### src/rtl/pattern_timer_ctrl_pkg.sv
// ---------------------------------------------------------------------------
// timer_pkg
// Shared definitions for the pattern-triggered programmable timer:
//   - state_t : sequencer states (SEARCH, SHIFT, COUNT, WAIT_ACK)
//   - DEF_*   : default pattern, widths and tick rate used as parameter
//               defaults by pattern_timer_ctrl and countdown_unit
// ---------------------------------------------------------------------------
package timer_pkg;

    typedef enum logic [1:0] {
        SEARCH   = 2'd0,
        SHIFT    = 2'd1,
        COUNT    = 2'd2,
        WAIT_ACK = 2'd3
    } state_t;

    localparam int                   DEF_PAT_W           = 4;
    localparam logic [DEF_PAT_W-1:0] DEF_PATTERN         = 4'b1101;
    localparam int                   DEF_DELAY_W         = 4;
    localparam int                   DEF_TICKS_PER_COUNT = 1000;
    // A single-tick configuration still needs a 1-bit counter.
    localparam int                   DEF_TICK_W          =
        (DEF_TICKS_PER_COUNT > 1) ? $clog2(DEF_TICKS_PER_COUNT) : 1;

endpackage

### src/rtl/pattern_timer_ctrl_countdown.sv
// ---------------------------------------------------------------------------
// countdown_unit
// Delay register plus tick prescaler for the programmable timer.
// Ports:
//   clk, reset   : clock, synchronous active-high reset
//   shift        : shift shift_bit into the delay register (LSB side)
//   shift_bit    : serial delay bit
//   tick_load    : load the tick counter with TICKS_PER_COUNT-1
//   step         : advance the countdown by one clock cycle
//   delay        : current delay register (remaining delay units)
//   zero         : tick counter and delay register both zero
// ---------------------------------------------------------------------------
module countdown_unit
    import timer_pkg::*;
#(
    parameter int DELAY_W         = DEF_DELAY_W,
    parameter int TICKS_PER_COUNT = DEF_TICKS_PER_COUNT,
    parameter int TICK_W          = DEF_TICK_W
) (
    input  logic               clk,
    input  logic               reset,
    input  logic               shift,
    input  logic               shift_bit,
    input  logic               tick_load,
    input  logic               step,
    output logic [DELAY_W-1:0] delay,
    output logic               zero
);

    localparam logic [TICK_W-1:0] TICK_MAX = TICK_W'(TICKS_PER_COUNT - 1);

    logic [TICK_W-1:0] tick;

    // NOTE: sequential state uses non-blocking assignments so every register
    // samples the pre-edge values, independent of statement order.
    always_ff @(posedge clk) begin
        if (reset) begin
            delay <= '0;
            tick  <= '0;
        end else begin
            if (shift) begin
                delay <= {delay[DELAY_W-2:0], shift_bit};
            end
            if (tick_load) begin
                tick <= TICK_MAX;
            end else if (step) begin
                // Each delay unit lasts TICKS_PER_COUNT cycles: the unit ends
                // on the cycle the tick counter is seen at zero. Neither
                // counter is ever decremented from zero.
                if (tick != '0) begin
                    tick <= tick - TICK_W'(1);
                end else if (delay != '0) begin
                    delay <= delay - DELAY_W'(1);
                    tick  <= TICK_MAX;
                end
            end
        end
    end

    assign zero = (tick == '0) && (delay == '0);

endmodule

### src/rtl/pattern_timer_ctrl.sv
// ---------------------------------------------------------------------------
// pattern_timer_ctrl
// Sequencer for the pattern-triggered programmable timer. Searches the serial
// stream for PATTERN, shifts in a DELAY_W-bit delay MSB-first, counts down
// (delay+1)*TICKS_PER_COUNT cycles, then holds done until ack.
// Ports:
//   clk       : system clock, all state changes on the rising edge
//   reset     : synchronous active-high reset
//   data      : serial input, sampled every cycle
//   ack       : acknowledge of done (only honoured while done is high)
//   shift_ena : high while the delay field is being shifted in
//   counting  : high during the countdown
//   done      : high after the countdown until ack
//   count     : remaining delay units while counting, otherwise 0
// All outputs are decoded from registered state only.
// ---------------------------------------------------------------------------
module pattern_timer_ctrl
    import timer_pkg::*;
#(
    parameter int               PAT_W           = DEF_PAT_W,
    parameter logic [PAT_W-1:0] PATTERN         = DEF_PATTERN,
    parameter int               DELAY_W         = DEF_DELAY_W,
    parameter int               TICKS_PER_COUNT = DEF_TICKS_PER_COUNT,
    parameter int               TICK_W          =
        (TICKS_PER_COUNT > 1) ? $clog2(TICKS_PER_COUNT) : 1
) (
    input  logic               clk,
    input  logic               reset,
    input  logic               data,
    input  logic               ack,
    output logic               shift_ena,
    output logic               counting,
    output logic               done,
    output logic [DELAY_W-1:0] count
);

    localparam int HIST_W = PAT_W - 1;
    localparam int WIN_W  = (DELAY_W > 1) ? $clog2(DELAY_W) : 1;

    state_t             state;
    // Only the newest PAT_W-1 bits are ever compared (the current data bit
    // completes the window), so the oldest history bit is not stored.
    logic [HIST_W-1:0]  hist;
    logic [WIN_W-1:0]   win;
    logic               match;
    logic               last_sample;
    logic               tick_load;
    logic               cnt_zero;
    logic [DELAY_W-1:0] delay;

    assign match       = ({hist, data} == PATTERN);
    assign last_sample = (win == WIN_W'(DELAY_W - 1));

    // NOTE: every always_comb output gets a default first so no path leaves
    // it unassigned and no latch is inferred.
    always_comb begin
        tick_load = 1'b0;
        if (state == SHIFT && last_sample) begin
            tick_load = 1'b1;
        end
    end

    always_ff @(posedge clk) begin
        if (reset) begin
            state <= SEARCH;
            hist  <= '0;
            win   <= '0;
        end else begin
            case (state)
                SEARCH: begin
                    hist <= HIST_W'({hist, data});
                    if (match) begin
                        state <= SHIFT;
                        win   <= '0;
                    end
                end
                SHIFT: begin
                    win <= win + WIN_W'(1);
                    if (last_sample) begin
                        state <= COUNT;
                    end
                end
                COUNT: begin
                    if (cnt_zero) begin
                        state <= WAIT_ACK;
                    end
                end
                WAIT_ACK: begin
                    // Bits seen before the acknowledge never contribute to
                    // the next match.
                    if (ack) begin
                        state <= SEARCH;
                        hist  <= '0;
                    end
                end
                default: state <= SEARCH;
            endcase
        end
    end

    countdown_unit #(
        .DELAY_W         (DELAY_W),
        .TICKS_PER_COUNT (TICKS_PER_COUNT),
        .TICK_W          (TICK_W)
    ) u_countdown (
        .clk       (clk),
        .reset     (reset),
        .shift     (state == SHIFT),
        .shift_bit (data),
        .tick_load (tick_load),
        .step      (state == COUNT),
        .delay     (delay),
        .zero      (cnt_zero)
    );

    assign shift_ena = (state == SHIFT);
    assign counting  = (state == COUNT);
    assign done      = (state == WAIT_ACK);
    assign count     = counting ? delay : '0;

endmodule

### config.mk
export PLATFORM = sky130hd
export DESIGN_NAME = pattern_timer_ctrl
export DESIGN_NICKNAME = d
export VERILOG_FILES = /design/src/rtl/pattern_timer_ctrl_pkg.sv /design/src/rtl/pattern_timer_ctrl_countdown.sv /design/src/rtl/pattern_timer_ctrl.sv
export SDC_FILE = /design/constraint.sdc
export NUM_CORES = 1
export LEC_CHECK = 0
export CAP_MARGIN = 20
export CORE_MARGIN = 5
export CORE_UTILIZATION = 60
export CTS_BUF_LIST = sky130_fd_sc_hd__clkbuf_8
export DETAILED_ROUTE_END_ITERATION = 8
export HOLD_SLACK_MARGIN = 0.03
export PLACE_DENSITY = 0.92
export SLEW_MARGIN = 30
export SYNTH_ARGS = -nofsm -noshare
export SYNTH_HDL_FRONTEND = slang
export SYNTH_HIERARCHICAL = 1
export SYNTH_SLANG_ARGS = --single-unit
### constraint.sdc
create_clock -name clk -period 2.5 [get_ports clk]
set_clock_uncertainty 0.1 [all_clocks]
set_input_delay 0.25 -clock clk [delete_from_list [all_inputs] [get_ports clk]]
set_output_delay 0.25 -clock clk [all_outputs]
set_load 0.02 [all_outputs]
After elaboration in Yosys (flattened, before gate mapping):

Cells that the tools add are included.

* register bits: 21
* latch bits: 0
* RAM bits: 0
* ROM bits: 0
* bits of input ports: 4
* output and inout bits: 7
* memories: 0

* add/sub/neg operators: 3
* $mul: 0
* divide/modulo/power cells: 0
* magnitude comparators: 0
* equal/unequal tests: 9
* shift-type cells: 0
* multiplexer cells: 20
* bitwise operators: 0
* reductions and logical operators: 18

Operators with widths (number)
* $mux W10: 4
* $mux W4: 6
* $logic_not A10 Y1: 1
* $mux W2: 5
* $reduce_bool A10 Y1: 1
* $sub A10 B1 Y10 const B: 1
* $pmux W2 S4: 1
* $reduce_and A2 Y1: 4
* $reduce_bool A2 Y1: 4
* $eq A2 B2 Y1 const B: 3
* $pmux W3 S2: 1
* $eq A4 B4 Y1 const B: 1
* $logic_not A4 Y1: 1
* $ne A2 B1 Y1 const B: 2
* $ne A2 B2 Y1 const B: 2
* $pmux W2 S2: 1
* $reduce_and A4 Y1: 1
* $reduce_bool A4 Y1: 1
* $sub A4 B1 Y4 const B: 1
* $mux W3: 1
* $reduce_bool A3 Y1: 1
* $add A2 B1 Y2 const B: 1
* $eq A2 B1 Y1 const B: 1
* $logic_and A1 B1 Y1: 2
* other kinds (3): 3

Longest topological paths before layout:

Gate-level depths: netlist (run 1).

* word-level depth: 6
* gate-level depth with buffers: 7

By module:

Netlist (run 1), hierarchy kept.

By module, submodules not included
* countdown_unit: times used 1, cells each 105, area each 882.1 um2, sequential area each 280.3 um2
* pattern_timer_ctrl: times used 1, cells each 49, area each 480.5 um2, sequential area each 140.1 um2

Least setup slack after synthesis (run 1):

Ideal clock, no wire load.

* path type: reg2reg
* from: reg state[0]
* to: reg u_countdown.tick[9]
* setup time: 0.135 ns
* arrival time: 2.008 ns
* setup slack: 0.258 ns
* stages on the path, launching flop included: 7
* path buffers: 0
* period minus slack after synthesis: 2.242 ns
* path through: dfxtp_1 -> inv_1 -> ha_1 -> or4b_2 -> nor4_1 -> mux2i_1 -> a21oi_1

RTL lines
* start: declaration: RTL line pattern_timer_ctrl.sv:40 `state_t state;`
* start signal: assignment: RTL line pattern_timer_ctrl.sv:65 `state <= SEARCH;`
* start signal: assignment: RTL line pattern_timer_ctrl.sv:73 `state <= SHIFT;`
* start signal: assignment: RTL line pattern_timer_ctrl.sv:80 `state <= COUNT;`
* $eq A2 B2 Y1
* net counting: RTL line pattern_timer_ctrl.sv:32 `output logic counting,`
* $reduce_bool A2 Y1 (no source line)
* $reduce_and A2 Y1 (no source line)
* end signal: assignment: RTL line pattern_timer_ctrl_countdown.sv:51 `tick <= tick - TICK_W'(1);`
* end: declaration: RTL line pattern_timer_ctrl_countdown.sv:32 `logic [TICK_W-1:0] tick;`

The timed path passes the listed nets, and every way through them passes these cells.
A chain may end at the register's enable or synchronous reset.

Final worst setup path (run 1):

* from: reg u_countdown.delay[0]
* to: reg state[1]

* cells in the longest elaborated chain, start to end: 4

Ends and longest elaborated chain
* start: declaration: RTL line pattern_timer_ctrl_countdown.sv:26 `output logic [DELAY_W-1:0] delay,`
* start signal: assignment: RTL line pattern_timer_ctrl_countdown.sv:42 `delay <= {delay[DELAY_W-2:0], shift_bit};`
* start signal: assignment: RTL line pattern_timer_ctrl_countdown.sv:53 `delay <= delay - DELAY_W'(1);`
* $logic_not A4 Y1: RTL line pattern_timer_ctrl_countdown.sv:60 `assign zero = (tick == '0) && (delay == '0);`
* $logic_and A1 B1 Y1: RTL line pattern_timer_ctrl_countdown.sv:60
* net cnt_zero: RTL line pattern_timer_ctrl.sv:48 `logic cnt_zero;`
* $ne A2 B1 Y1 (no source line)
* $reduce_and A4 Y1 (no source line)

The timed path passes the listed nets, and every way through them passes these cells.

==> results of run 1 <==
## worst reg2reg max path, cell delays in order, from the launching register on
cell and delay (ps):
sky130_fd_sc_hd__dfxtp_1 360, sky130_fd_sc_hd__inv_1 70, sky130_fd_sc_hd__ha_1 250, sky130_fd_sc_hd__or3b_2 510, sky130_fd_sc_hd__nor4_2 230, sky130_fd_sc_hd__nor2b_1 110
sky130_fd_sc_hd__a2111oi_4 390, sky130_fd_sc_hd__mux2i_1 240
## cell families (layout without fill, tap and decap cells)
| kind of cell | count (synthesis) | in the layout | synth area share |
|---|---|---|---|
| simple gates | 57 | 57 | 0.2672 |
| compound gates | 42 | 42 | 0.2433 |
| flops | 21 | 21 | 0.3085 |
| buf+inv | 19 | 29 | 0.05417 |
| fa+ha+maj | 9 | 9 | 0.08265 |
| mux | 6 | 6 | 0.04408 |
## flip-flops by register name, indices dropped and copies added (netlist names)
| name | cells |
|---|---|
| hist | 3 |
| state | 2 |
| u_countdown/delay | 4 |
| u_countdown/tick | 10 |
| win | 2 |
## cell usage in the layout, fill, tap and decap left out, types with 5 or more instances in the layout
cell / n
sky130_fd_sc_hd__nor3_1: 5
sky130_fd_sc_hd__ha_1: 9
sky130_fd_sc_hd__and2_1: 5
sky130_fd_sc_hd__nor2_1: 11
sky130_fd_sc_hd__nand2b_1: 6
sky130_fd_sc_hd__clkdlybuf4s50_1: 10
sky130_fd_sc_hd__a21oi_1: 8
sky130_fd_sc_hd__inv_1: 12
sky130_fd_sc_hd__dfxtp_1: 21
sky130_fd_sc_hd__o21ai_0: 5
sky130_fd_sc_hd__mux2i_1: 6
sky130_fd_sc_hd__nor2b_1: 5
## power by group
group,internal [µW],switching [µW]
combinational,75.3,89.5
sequential,347,15.4
clock,111,121
total,534,226
## through the flow
| step | std cells | total power, µW | area (µm²) | hold WS [ps] |
|---|---|---|---|---|
| floorplan | 154 | 486.4 | 1363 | 218.9 |
| global placement | 188 | 519.1 | 1491 | 358.0 |
| detailed placement | 188 | 530.7 | 1491 | 380.1 |
| CTS | 192 | 760.9 | 1538 | 395.3 |
| global route | 192 | 798.9 | 1544 | 418.5 |
| finish | 192 | 759.9 | 1544 | 397.6 |
## worst min path at each step
stage	slack, ps	startpoint	end	depth (start not counted)
2_1_floorplan	220	reset	u_countdown/delay[2]	1
3_3_place_gp	360	u_countdown/tick[0]	u_countdown/tick[0]	1
3_5_place_dp	380	u_countdown/tick[0]	u_countdown/tick[0]	1
4_1_cts	400	u_countdown/tick[0]	u_countdown/tick[0]	1
5_1_grt	420	win[1]	win[1]	2
6_report	400	u_countdown/tick[0]	u_countdown/tick[0]	1
## final cells by class
cell class,instances,area [µm²],share of cell area
flip-flops and latches,21,420.4,0.2723
inverters,12,45.04,0.02917
multi-input cells,114,874.6,0.5665
clock inverters,1,5.005,0.003241
repair buffers,13,122.6,0.07942
clock buffers,3,41.29,0.02674
well taps,28,35.03,0.02269
## layer usage
metal	wire length (µm)	track usage	part of all wire
met5	0	0	0
met4	40	0.09934	0.013
met2	1575	0.3177	0.52
met3	99	0.02450	0.033
met1	1294	0.2275	0.43
==> insert_results.sql, run 1 <==
INSERT INTO impl_metrics (metric_group, metric, value, unit) VALUES
('synthesis', 'synthesis.instances', '154', ''),
('clocking', 'tritoncts_clock_tree', 'built', ''),
('detailed_routing', 'drtPass1Iterations', '4', ''),
('placement', 'place.detailed.hpwl', '2138', 'µm'),
('timing', 'rsz0062_at_grt', 'no', ''),
('worst_setup_path', 'worstSetupPathDepth', '7', ''),
('floorplanning', 'floorplan_row_count', '17', ''),
('clocking', 'clockRootBuffer', 'sky130_fd_sc_hd__clkbuf_8', ''),
('hold_path', 'worstHoldPathType', 'reg2reg', ''),
('placement', 'numPortBuffers', '10', ''),
('finish', 'finalCoreUtilization', '0.7047', ''),
('synthesis', 'ys.flop_type', 'sky130_fd_sc_hd__dfxtp_1', ''),
('timing', 'worst_slack', '177.7', 'ps'),
('outcome', 'status', 'finished, final reports clean', ''),
('detailed_routing', 'route.antenna.remaining_nets', '0', ''),
('finish', 'final_layout_size_suffix_gt1_frac', '0.1159', ''),
('synthesis', 'synth_area_per_cell', '8.848', 'µm²'),
('floorplanning', 'pin_count', '11', ''),
('grt', 'grt.overflow.total', '0', ''),
('timing', 'final-hold-violation-count', '0', ''),
('floorplanning', 'dieArea', '0.003324', 'mm²'),
('finish', 'num_antenna_cells', '0', ''),
('detailed_routing', 'routed-via-count', '1189', ''),
('worst_setup_path', 'timing.critical_path.cells', 'inv_1, ha_1, or3b_2, nor4_2, nor2b_1, a2111oi_4, mux2i_1', ''),
('detailed_routing', 'drc_errors', '0', ''),
('run', 'max_cap_viol_count', '0', ''),
('clocking', 'clock_latency_late_sink', '270', 'ps'),
('synthesis', 'yosys_register_bits', '21', ''),
('synthesis', 'yosysMostFrequentCell', 'sky130_fd_sc_hd__dfxtp_1', ''),
('timing', 'max_slew.worst_pin.slew', '854.6', 'ps'),
('finish', 'area.growth.synth_to_final', '13.31', '%'),
('worst_setup_path', 'worstRegToRegCells', '7', ''),
('synthesis', 'synth_area', '0.001363', 'mm²'),
('detailed_routing', 'wire_per_inst', '15.67', 'µm'),
('detailed_routing', 'via_per_inst', '6.193', ''),
('worst_setup_path', 'crit_type', 'reg2reg', ''),
('synthesis', 'synthDistinctLibCells', '45', ''),
('grt', 'grt_max_degree', '25', ''),
('synthesis', 'ys_async_sr_fraction', '0', ''),
('clocking', 'post-cts-setup-buffer-count', '0', ''),
('worst_setup_path', 'timing.critical_path.fanout_max', '6', ''),
('timing', 'finalWorstPathRequiredPeriod', '2322', 'ps'),
('finish', 'fill_cells', '159', ''),
('placement', 'detailedPlace.worstSlack', '165.2', 'ps'),
('clocking', 'clock_tree.buffer_depth', '2', ''),
('worst_setup_path', 'crit_end', 'state[1]', ''),
('synthesis', 'synth_edf_count', '0', ''),
('synthesis', 'post_synth_most_frequent_cells', 'sky130_fd_sc_hd__dfxtp_1 (21), sky130_fd_sc_hd__inv_1 (12), sky130_fd_sc_hd__nor2_1 (11)', ''),
('timing', 'slew-limit-headroom', '0.4285', ''),
('timing', 'setup_violating_endpoint_count_in_the_final_report', '0', ''),
('clocking', 'clk_transition_reported_paths', '80', 'ps'),
('grt', 'grt_pass1_vias', '1121', ''),
('worst_setup_path', 'critical_path.startpoint', 'u_countdown/delay[0]', ''),
('finish', 'final_net_count', '178', ''),
('grt', 'grt_pass1_wl', '4933', 'µm'),
('worst_setup_path', 'crit_family', 'simple AND/OR/NAND/NOR gates', ''),
('clocking', 'cts_repair_resize_count', '0', ''),
('synthesis', 'postSynthNetCount', '167', ''),
('timing', 'finalCritPeriodShare', '0.9289', ''),
('worst_setup_path', 'endpoint_kind', 'register', ''),
('worst_setup_path', 'cpMaxStageDelayCell', 'sky130_fd_sc_hd__or3b_2', ''),
('detailed_routing', 'detail_route.wirelength', '3009', 'µm'),
('worst_setup_path', 'crit_required', '2600', 'ps'),
('placement', 'gp_congestion', '0.8357', ''),
('clocking', 'clock_sinks', '21', ''),
('worst_setup_path', 'rr_endpoint', 'state[1]', ''),
('worst_setup_path', 'critPathLaunchType', 'register', ''),
('power_and_ir_drop', 'total_leakage_power', '0.0006113', 'µW'),
('synthesis', 'netlist.top_cell.by_area', 'sky130_fd_sc_hd__dfxtp_1', ''),
('clocking', 'cts_max_level', '1', ''),
('synthesis', 'yosys_warnings', '6', '');
No activity file was read; power rests on OpenSTA's default activity.
==> inputs of run 2 (changes only) <==
Settings changed: CAP_MARGIN 20 to not set, CORE_UTILIZATION 60 to 59, PLACE_DENSITY 0.92 to 0.91, SYNTH_HIERARCHICAL 1 to not set.
==> run 2 against run 1 <==
Combinational power is 20% lower. Largest cell class unchanged. Non-clock buffer count down 1. Routed wire length about the same. Sequential share of layout area rose by 1.0 points. Hold slack improved by 24 ps. Power down 6.9%. Clock power down 8%. Final area is 3.6% lower. Count of clock-buffer cells in the layout unchanged.
==> insert_results.sql, run 2 <==
INSERT INTO impl_metrics (metric_group, metric, value, unit) VALUES
('placement', 'place_area', '0.001443', 'mm²'),
('synthesis', 'area_fraction_of_the_dominant_cell_type_after_synthesis', '0.3188', ''),
('synthesis', 'netlist.top_cell.by_area', 'sky130_fd_sc_hd__dfxtp_1', ''),
('timing', 'setup_violating_endpoint_count_in_the_final_report', '0', ''),
('timing', 'max_slew.worst_pin.slew', '474.6', 'ps'),
('synthesis', 'post_synth_most_frequent_cells', 'sky130_fd_sc_hd__dfxtp_1 (21), sky130_fd_sc_hd__inv_1 (16), sky130_fd_sc_hd__nor2_1 (12)', ''),
('timing', 'final-hold-violation-count', '0', ''),
('worst_setup_path', 'critPathMaxStageDelay', '610', 'ps'),
('clocking', 'postCtsHoldBufs', '0', ''),
('floorplanning', 'pin_count', '11', ''),
('worst_setup_path', 'arrival_time_at_the_worst_endpoint', '2000', 'ps'),
('grt', 'grt.overflow.total', '0', ''),
('worst_setup_path', 'crit_required', '2150', 'ps'),
('detailed_routing', 'drtPass1Iterations', '4', ''),
('detailed_routing', 'drt_iter0_drc', '28', ''),
('synthesis', 'yosys_register_bits', '21', ''),
('placement', 'place.detailed.hpwl', '2328', 'µm'),
('clocking', 'cts_repair_resize_count', '0', ''),
('synthesis', 'yosysMostFrequentCell', 'sky130_fd_sc_hd__dfxtp_1', ''),
('finish', 'layout.cells.most_common_list', 'sky130_fd_sc_hd__dfxtp_1 (21), sky130_fd_sc_hd__inv_1 (17), sky130_fd_sc_hd__nor2_1 (12)', ''),
('worst_setup_path', 'critPathLaunchType', 'register', ''),
('grt', 'grt_max_degree', '14', ''),
('synthesis', 'synth_area_per_cell', '8.734', 'µm²'),
('clocking', 'tritoncts_clock_tree', 'built', ''),
('clocking', 'clock_tree.buffer_depth', '2', ''),
('detailed_routing', 'wire_per_inst', '15.93', 'µm'),
('synthesis', 'ys_async_sr_fraction', '0', ''),
('finish', 'largest_register', 'u_countdown.tick', ''),
('timing', 'finalMaxSlewViolations', '0', ''),
('detailed_routing', 'detail_route.wirelength', '3011', 'µm'),
('run', 'max_cap_viol_count', '0', ''),
('finish', 'largest_reg_flops', '10', ''),
('detailed_routing', 'routed-via-count', '1182', ''),
('power_and_ir_drop', 'max-vdd-ir-drop', '0.0003687', 'V'),
('worst_setup_path', 'endpoint_kind', 'output pin', ''),
('timing', 'fin_worst_hold_slack', '421.3', 'ps'),
('power_and_ir_drop', 'total_leakage_power', '0.0005459', 'µW'),
('timing', 'tns', '0', 'ps'),
('worst_setup_path', 'worst_path_most_repeated_cell', 'sky130_fd_sc_hd__inv_1', ''),
('timing', 'slew-limit-headroom', '0.6826', ''),
('worst_setup_path', 'crit_family', 'buffers and inverters', ''),
('clocking', 'cts_inserted_buffers', '3', ''),
('clocking', 'clock_latency_late_sink', '260', 'ps'),
('synthesis', 'yosys_warnings', '0', ''),
('clocking', 'clockRootBuffer', 'sky130_fd_sc_hd__clkbuf_8', ''),
('synthesis', 'synthesis.instances', '151', ''),
('grt', 'grt_pass1_vias', '1229', ''),
('worst_setup_path', 'worstSetupPathDepth', '5', ''),
('power_and_ir_drop', 'powerDensity', '475.7', 'mW/mm²'),
('hold_path', 'hold_path_depth', '2', ''),
('timing', 'finalWorstPathRequiredPeriod', '2349', 'ps'),
('detailed_routing', 'drc_errors', '0', ''),
('floorplanning', 'fp.dieH', '57.28', 'µm'),
('timing', 'rsz0062_at_grt', 'no', ''),
('finish', 'area.growth.synth_to_final', '12.81', '%'),
('finish', 'reg.largest.list', 'u_countdown.tick: 10 flops, u_countdown.delay: 4 flops, hist: 3 flops', ''),
('synthesis', 'ys.flop_type', 'sky130_fd_sc_hd__dfxtp_1', ''),
('timing', 'finalCritPeriodShare', '0.9396', ''),
('floorplanning', 'floorplan_row_count', '17', ''),
('clocking', 'clk_transition_reported_paths', '70', 'ps'),
('finish', 'stdcell_area', '0.001488', 'mm²'),
('detailed_routing', 'via_per_inst', '6.254', ''),
('finish', 'instances_no_fill', '189', ''),
('placement', 'gp_congestion', '0.8874', ''),
('synthesis', 'synthDistinctLibCells', '49', ''),
('finish', 'final_net_count', '174', ''),
('worst_setup_path', 'crit_type', 'reg2out', ''),
('floorplanning', 'start_util', '0.6078', ''),
('clocking', 'post-cts-setup-buffer-count', '0', ''),
('worst_setup_path', 'cpMaxStageDelayCell', 'sky130_fd_sc_hd__clkdlybuf4s50_1', ''),
('grt', 'groute.usage.overall', '0.2043', ''),
('finish', 'final_common_cell', 'sky130_fd_sc_hd__dfxtp_1', ''),
('clocking', 'cts_max_level', '1', ''),
('floorplanning', 'die_width', '57.28', 'µm'),
('worst_setup_path', 'timing.critical_path.fanout_max', '13', ''),
('clocking', 'clock_sinks', '21', ''),
('placement', 'numPortBuffers', '10', ''),
('worst_setup_path', 'worstRegToRegCells', '6', ''),
('floorplanning', 'fp.coreArea', '0.002170', 'mm²'),
('synthesis', 'synth_area', '0.001319', 'mm²'),
('placement', 'placedCellCount', '185', ''),
('hold_path', 'worstHoldPathType', 'reg2reg', ''),
('worst_setup_path', 'timing.critical_path.buf_inv', '3', ''),
('finish', 'final_layout_size_suffix_gt1_frac', '0.1056', ''),
('synthesis', 'postSynthNetCount', '163', ''),
('floorplanning', 'dieArea', '0.003280', 'mm²'),
('worst_setup_path', 'timing.critical_path.cells', 'inv_1, ha_1, inv_1, nor2_1, clkdlybuf4s50_1', ''),
('grt', 'grt_antenna_before_repair', '0', ''),
('grt', 'grt_pass1_wl', '5257', 'µm'),
('detailed_routing', 'route.antenna.remaining_nets', '0', ''),
('outcome', 'status', 'finished, final reports clean', ''),
('synthesis', 'synth_seq_area_share', '0.3188', ''),
('synthesis', 'synth_edf_count', '0', ''),
('finish', 'num_antenna_cells', '0', ''),
('timing', 'timing.fmax', '425.7', 'MHz'),
('synthesis', 'netlist_top_cells_area', 'sky130_fd_sc_hd__dfxtp_1 (32%), sky130_fd_sc_hd__ha_1 (7.6%), sky130_fd_sc_hd__inv_1 (4.6%), sky130_fd_sc_hd__a211oi_1 (3.4%), sky130_fd_sc_hd__nor2_1 (3.4%)', '');
[run 2: cell types whose count changed after synthesis, sizes merged, moves of 3 or more]
cell	delta
nor4	+4
nand2b	-5
nor2b	-3
o21ai	-3
a2111oi	+3
or4	-4
and3	+3
inv	+4
[run 2: report_power, final]
part	total, µW	switching [µW]	internal, µW
Clock	214	105	109
Combinational	132	73.7	58.3
Sequential	361	14.4	347
[run 2: cell families after synthesis]
| group | Yosys count | synth area share |
|---|---|---|
| mux | 5 | 0.03890 |
| buf+inv | 22 | 0.06546 |
| fa+ha+maj | 8 | 0.07590 |
| flops | 21 | 0.3188 |
| simple gates | 56 | 0.2628 |
| compound gates | 38 | 0.2315 |
| xor+xnor | 1 | 0.006643 |
[run 2: per-stage QoR]
stage | worst slack, ps | total power (µW) | utilization
3_5_place_dp | 276.2 | 499.1 | 0.6649
3_3_place_gp | 395.4 | 491.2 | 0.6649
6_report | 151.0 | 707.7 | 0.6857
2_1_floorplan | 520.8 | 462.4 | -
4_1_cts | 147.8 | 713.3 | 0.6857
5_1_grt | 10.47 | 747.5 | 0.6857
[run 2: routing by layer]
| layer | track usage | wire, µm | vias to the layer above | share of wire |
|---|---|---|---|---|
| met5 | 0 | 0 | - | 0 |
| met1 | 0.2236 | 1284 | 549 | 0.43 |
| met4 | 0.1060 | 80 | 0 | 0.027 |
| li1 | - | - | 587 | - |
| met3 | 0.03394 | 130 | 9 | 0.043 |
| met2 | 0.3736 | 1516 | 37 | 0.50 |
[run 2: path summary, 6_finish.rpt]
kind | startpoint | to | slack (ps)
setup / recovery | state[0] | count[1] | 150
hold / removal | state[1] | state[1] | 420
setup reg to reg | u_countdown.tick[0] | u_countdown.tick[6] | 260
hold reg to reg | state[1] | state[1] | 420
[run 2: final cells by class]
| cell class | count | area (µm²) |
|---|---|---|
| Tap cell | 28 | 35.03 |
| Timing Repair Buffer | 12 | 115.1 |
| Clock inverter | 1 | 3.754 |
| Sequential cell | 21 | 420.4 |
| Clock buffer | 3 | 41.29 |
| Inverter | 16 | 60.06 |
| Fill cell | 190 | 681.9 |
| Multi-Input combinational cell | 108 | 812.0 |
[run 2: tightest hold or removal path, stage by stage, from the launching register on]
cell and delay, ps:
sky130_fd_sc_hd__dfxtp_1 340, sky130_fd_sc_hd__nand2_1 70, sky130_fd_sc_hd__mux2i_1 60
